**src/rtl/shift_add_multiplier.sv**
```systemverilog
// Sequential unsigned multiplier: one add-and-shift step per clock over SIZE cycles,
// with the partial sum formed by a single generate/propagate carry-lookahead adder.

module cl_adder #(
    parameter int SIZE = 32
) (
    input  logic [SIZE-1:0] a,
    input  logic [SIZE-1:0] b,
    input  logic            c_in,
    output logic [SIZE-1:0] sum,
    output logic            c_out
);

    logic [SIZE-1:0] gen_s;
    logic [SIZE-1:0] prop_s;

    // Per-bit generate/propagate terms, then carries resolved from them LSB-first
    always_comb begin
        logic carry_v;
        gen_s   = a & b;
        prop_s  = a ^ b;
        carry_v = c_in;
        sum     = {SIZE{1'b0}};
        for (int i = 0; i < SIZE; i++) begin
            sum[i]  = prop_s[i] ^ carry_v;
            carry_v = gen_s[i] | (prop_s[i] & carry_v);
        end
        c_out = carry_v;
    end

endmodule

module shift_add_multiplier #(
    parameter int SIZE = 32
) (
    input  logic              clk,
    input  logic              rst,
    input  logic              start,
    input  logic [SIZE-1:0]   a,
    input  logic [SIZE-1:0]   b,
    output logic              busy,
    output logic              done,
    output logic [2*SIZE-1:0] product
);

    localparam int CW = (SIZE > 1) ? $clog2(SIZE) : 1;

    typedef enum logic [1:0] {
        IDLE = 2'd0,
        CALC = 2'd1,
        DONE = 2'd2
    } state_t;

    state_t            state_r;
    state_t            state_nxt_s;
    logic [SIZE-1:0]   mcand_r;
    logic [2*SIZE-1:0] acc_r;
    logic [CW-1:0]     count_r;
    logic [2*SIZE-1:0] product_r;
    logic              busy_r;
    logic              done_r;

    logic [SIZE-1:0]   sum_s;
    logic              c_out_s;
    logic [2*SIZE-1:0] acc_step_s;
    logic              last_s;
    logic              load_s;
    logic              step_s;
    logic              busy_nxt_s;
    logic              done_nxt_s;

    cl_adder #(.SIZE(SIZE)) u_adder (
        .a     (acc_r[2*SIZE-1:SIZE]),
        .b     (mcand_r),
        .c_in  (1'b0),
        .sum   (sum_s),
        .c_out (c_out_s)
    );

    assign last_s = (count_r == CW'(SIZE - 1));

    // One multiply step: add multiplicand into the upper half when the LSB is set,
    // then shift right keeping the adder carry as the new MSB
    always_comb begin
        if (acc_r[0]) begin
            acc_step_s = {c_out_s, sum_s, acc_r[SIZE-1:1]};
        end else begin
            acc_step_s = {1'b0, acc_r[2*SIZE-1:1]};
        end
    end

    // State register
    always_ff @(posedge clk) begin
        if (rst) begin
            state_r <= IDLE;
        end else begin
            state_r <= state_nxt_s;
        end
    end

    // Next-state logic; CALC always runs the full SIZE steps
    always_comb begin
        state_nxt_s = state_r;
        case (state_r)
            IDLE: begin
                if (start) begin
                    state_nxt_s = CALC;
                end else begin
                    state_nxt_s = IDLE;
                end
            end
            CALC: begin
                if (last_s) begin
                    state_nxt_s = DONE;
                end else begin
                    state_nxt_s = CALC;
                end
            end
            DONE:    state_nxt_s = IDLE;
            default: state_nxt_s = IDLE;
        endcase
    end

    // Output/control decode; busy and done are computed one cycle ahead and registered
    always_comb begin
        load_s     = 1'b0;
        step_s     = 1'b0;
        busy_nxt_s = 1'b0;
        done_nxt_s = 1'b0;
        case (state_r)
            IDLE: begin
                load_s     = start;
                busy_nxt_s = start;
            end
            CALC: begin
                step_s     = 1'b1;
                busy_nxt_s = 1'b1;
                done_nxt_s = last_s;
            end
            DONE: begin
                busy_nxt_s = 1'b0;
            end
            default: begin
                busy_nxt_s = 1'b0;
            end
        endcase
    end

    // Datapath and registered status outputs
    always_ff @(posedge clk) begin
        if (rst) begin
            mcand_r   <= {SIZE{1'b0}};
            acc_r     <= {(2*SIZE){1'b0}};
            count_r   <= {CW{1'b0}};
            product_r <= {(2*SIZE){1'b0}};
            busy_r    <= 1'b0;
            done_r    <= 1'b0;
        end else begin
            busy_r <= busy_nxt_s;
            done_r <= done_nxt_s;
            if (load_s) begin
                mcand_r <= a;
                acc_r   <= {{SIZE{1'b0}}, b};
                count_r <= {CW{1'b0}};
            end else if (step_s) begin
                acc_r   <= acc_step_s;
                count_r <= count_r + CW'(1);
                if (last_s) begin
                    product_r <= acc_step_s;
                end
            end
        end
    end

    assign busy    = busy_r;
    assign done    = done_r;
    assign product = product_r;

endmodule

```
**config.mk**
```make
export PLATFORM = sky130hd
export DESIGN_NAME = shift_add_multiplier
export DESIGN_NICKNAME = d
export VERILOG_FILES = /design/src/rtl/shift_add_multiplier.sv
export SDC_FILE = /design/constraint.sdc
export NUM_CORES = 1
export LEC_CHECK = 0
export BUFFER_PORTS_ARGS = -buffer_cell sky130_fd_sc_hd__buf_2
export CAP_MARGIN = 40
export CELL_PAD_IN_SITES_DETAIL_PLACEMENT = 1
export CELL_PAD_IN_SITES_GLOBAL_PLACEMENT = 1
export CORE_MARGIN = 4
export CORE_UTILIZATION = 42
export CTS_BUF_LIST = sky130_fd_sc_hd__clkbuf_16
export DETAILED_ROUTE_END_ITERATION = 6
export GPL_TIMING_DRIVEN = 0
export PLACE_DENSITY_LB_ADDON = 0.1
export SYNTH_ARGS = -nofsm -noshare
export SYNTH_HDL_FRONTEND = slang
export SYNTH_SLANG_ARGS = --single-unit
```
**constraint.sdc**
```tcl
create_clock -name clk -period 14.2 [get_ports clk]
set_clock_uncertainty 0.05 [all_clocks]
set_input_delay 0.71 -clock clk [delete_from_list [all_inputs] [get_ports clk]]
set_output_delay 0.71 -clock clk [all_outputs]
set_load 0.01 [all_outputs]
```
==> results by group <==
Status
  • Outcome: completed

Clocking
  • Bufs on Longest Clock Path: 2
  • Post-CTS Setup Bufs: 0
  • Clk_lat worst skew: 430 ps
  • CTS H-tree lvls: 4
  • Post_cts resized: 0
  • Clock slew at reported path FFs: 60 ps
  • CTS root buf: clkbuf_16
  • Clock tree from TritonCTS: built
  • Clock sink count: 169
  • Hold buffer count at cts: 0
  • TritonCTS buffer count: 17

Critical path
  • CP delay by family, top: adder cells
  • CP most frequent cell: fa_1
  • Critical Path Source: acc_r[32]
  • Worst EP arrival: 13790 ps
  • WP buf/inv: 0
  • Critical path capture point type: flip-flop
  • CP Max Fanout: 3
  • FF-to-FF Start: acc_r[32]
  • Required time worst endpoint: 14430 ps
  • Setup crit start kind: flip-flop
  • Critical-path top delay cell: fa_1
  • Critical path's largest stage delay: 450 ps
  • Crit path kind: flip-flop to flip-flop

Global routing
  • Top Usage Layer GRT: met2
  • Largest net degree at the start of global routing: 17
  • Grt total ovfl: 0
  • M3 GR Usage: 5.69%
  • Met1 usage: 26.3%
  • Met2 Use GR: 39.2%
  • Vias in the first global route: 6540
  • Initial antenna violation count: 0
  • Gr usage total: 21.8%
  • Wire length of the first global-routing pass: 34200 µm

Die
  • Row count: 47
  • Core ar.: 16700 µm²
  • Die height: 139 µm
  • Die Wd: 139 µm
  • IO Count: 133
  • Initial core utilization: 43.1%
  • Die area: 19300 µm²

Synthesis
  • Syn nets: 849
  • Multiplexer share of the synthesized area: 4.45%
  • Sequential share of the synthesized area: 47.1%
  • Area leader, netlist: dfxtp_1
  • Simple-gate portion of the synthesized area: 13.5%
  • Synth Register Bits: 169
  • Synth Area in Adders: 9.15%
  • Syn Area/Cell: 9.61 µm²
  • Netlist Area Pre-Place: 7190 µm²
  • Yosys warns: 0
  • Main combinational cell family by area after synthesis: compound AO/OA/AOI/OAI gates
  • Post-synthesis compound-gate area fraction: 20.5%
  • Post-Syn Instances: 748
  • Synth Area in XOR/XNOR: 0.244%
  • Ranking of synthesized cells by area: dfxtp_1 (47%), fa_1 (8.6%), a211oi_2 (7.0%)
  • Yosys cell types: 32
  • Top cell type's share of synthesized area: 47.1%

Power
  • PwrDens: 126 nW/µm²
  • Sw Share: 24.9%
  • Share of power burned in registers: 46.6%
  • Clock Power Share: 43.2%
  • Worst IR Drop VDD: 0.0000914 V
  • P_leak: 3.53 nW
  • Combinational power share: 10.3%
  • Net Switching: 0.274 mW
  • Internal power: 0.828 mW

STA
  • Final Critical Period: 13560 ps
  • Final period utilization: 95.5%
  • Fmax: 0.0737 GHz
  • Worst Tran Pin Value: 807 ps
  • Finish-stage setup viols: 0
  • TNS Setup: 0 ps
  • Final hold vios: 0
  • Max-slew headroom: 46.2%
  • Setup ws final: 636 ps
  • RSZ-0062 raised after global routing: false
  • Max-slew violations: 0

Worst hold path
  • HP Class: flip-flop to flip-flop
  • Worst Min Path Start: product[7]

Route
  • Via count: 5923
  • Vias/cell: 5.25
  • Drt first pass iters: 4
  • Total wire length: 20500 µm
  • Post-route ant nets: 0
  • Initial drt markers: 188
  • DRC errors left: 0
  • DR WL/cell: 18.1 µm

Finish
  • P&R area growth vs syn: 21.1%
  • Share of cells above drive strength 1: 25.9%
  • Fillers: 1959
  • Antenna diodes: 0
  • Commonest non-fill, non-tap cell in the layout: dfxtp_1
  • # nets final: 999
  • Most frequent cells in the layout: dfxtp_1 (169), buf_2 (158), nand2_1 (132)

Run
  • Max cap viols: 0

Placement
  • GPL Wtd Cong: 0.833
  • Port Buffers: 131
  • Post-DP HPWL: 15100 µm
  • Dpl ws: 725 ps
[power groups by stage]
stage / Combinational, mW / Clock [mW] / Sequential [mW]
final: 0.113 / 0.475 / 0.513
after CTS: 0.115 / 0.483 / 0.513
after global routing: 0.127 / 0.505 / 0.516
after floorplan: 0.0777 / 0 / 0.519
after global placement: 0.106 / 0 / 0.522
after detailed placement: 0.112 / 0 / 0.523
[per-stage QoR]
step                      hold WS, ps  instances  instance area (µm²)  utilization [%]  power [mW]
after CTS                         409       1129                 8710             52.2        1.11
after detailed placement          398       1099                 8120             48.6       0.636
after global routing              426       1129                 8710             52.2        1.15
final                             405       1129                 8710             52.2        1.10
after floorplan                   388        748                 7190                -       0.596
after global placement            391       1099                 8120             48.6       0.629
[area by class of cell]
cell class,count,area (µm²),share of cell area [%]
Timing Repair Buffer,131,656,7.53
Buffer,65,354,4.06
Clock inverter,13,164,1.88
Tap cell,220,275,3.16
Multi-Input combinational cell,512,3450,39.6
Inverter,2,7.51,0.0862
Clock buffer,17,425,4.88
Sequential cell,169,3380,38.8
[kinds of logic (layout without fill, tap and decap cells)]
kind of cell             Yosys count  in the layout
AO/OA/AOI/OAI                    198            198
XOR/XNOR                           2              2
adder cells (fa/ha/maj)           34             34
buffers and inverters             67            228
flip-flops                       169            169
multiplexers                      32             32
AND/OR/NAND/NOR                  246            246
[path summary, 6_finish.rpt]
kind                 endpoint  slack (ps)  cells past startpoint
setup / recovery  product[62]         640                     34
hold / removal     product[7]         410                      2
setup reg to reg  product[62]         640                     34
hold reg to reg    product[7]         410                      2
[registers in the layout (all words and copies together), names as in the netlist]
signal   count
mcand_r     32
acc_r       64
done         1
product     64
state_r      2
busy         1
count_r      5
[per-layer routing]
metal  part of all wire, %  vias up
met5                     0        -
met4                   1.2        0
met3                   3.8       17
met2                    52       94
met1                    43     2929
li1                      -     2883
[worst reg2reg max path, delay by kind of cell, from the launching register on]
family          cells  cell delay [ps]
mux                 1              270
compound gates      1              110
flops               1              330
fa+ha+maj          32            12680
[cell usage after synthesis, drive strengths merged]
master    n
dfxtp   169
nand2   132
nor2     99
a211oi   95
a21oi    68
buf      36
mux2i    32
o22ai    32
fa       31
clkbuf   29
ha        3
nand2b    3
nand3     3
inv       2
nand3b    2
nor2b     2
and3      1
and3b     1
nor3b     1
o21a      1
o21ai     1
o21ba     1
or3       1
or3b      1
xnor2     1
xor2      1
(Power assumes the default switching activity.)
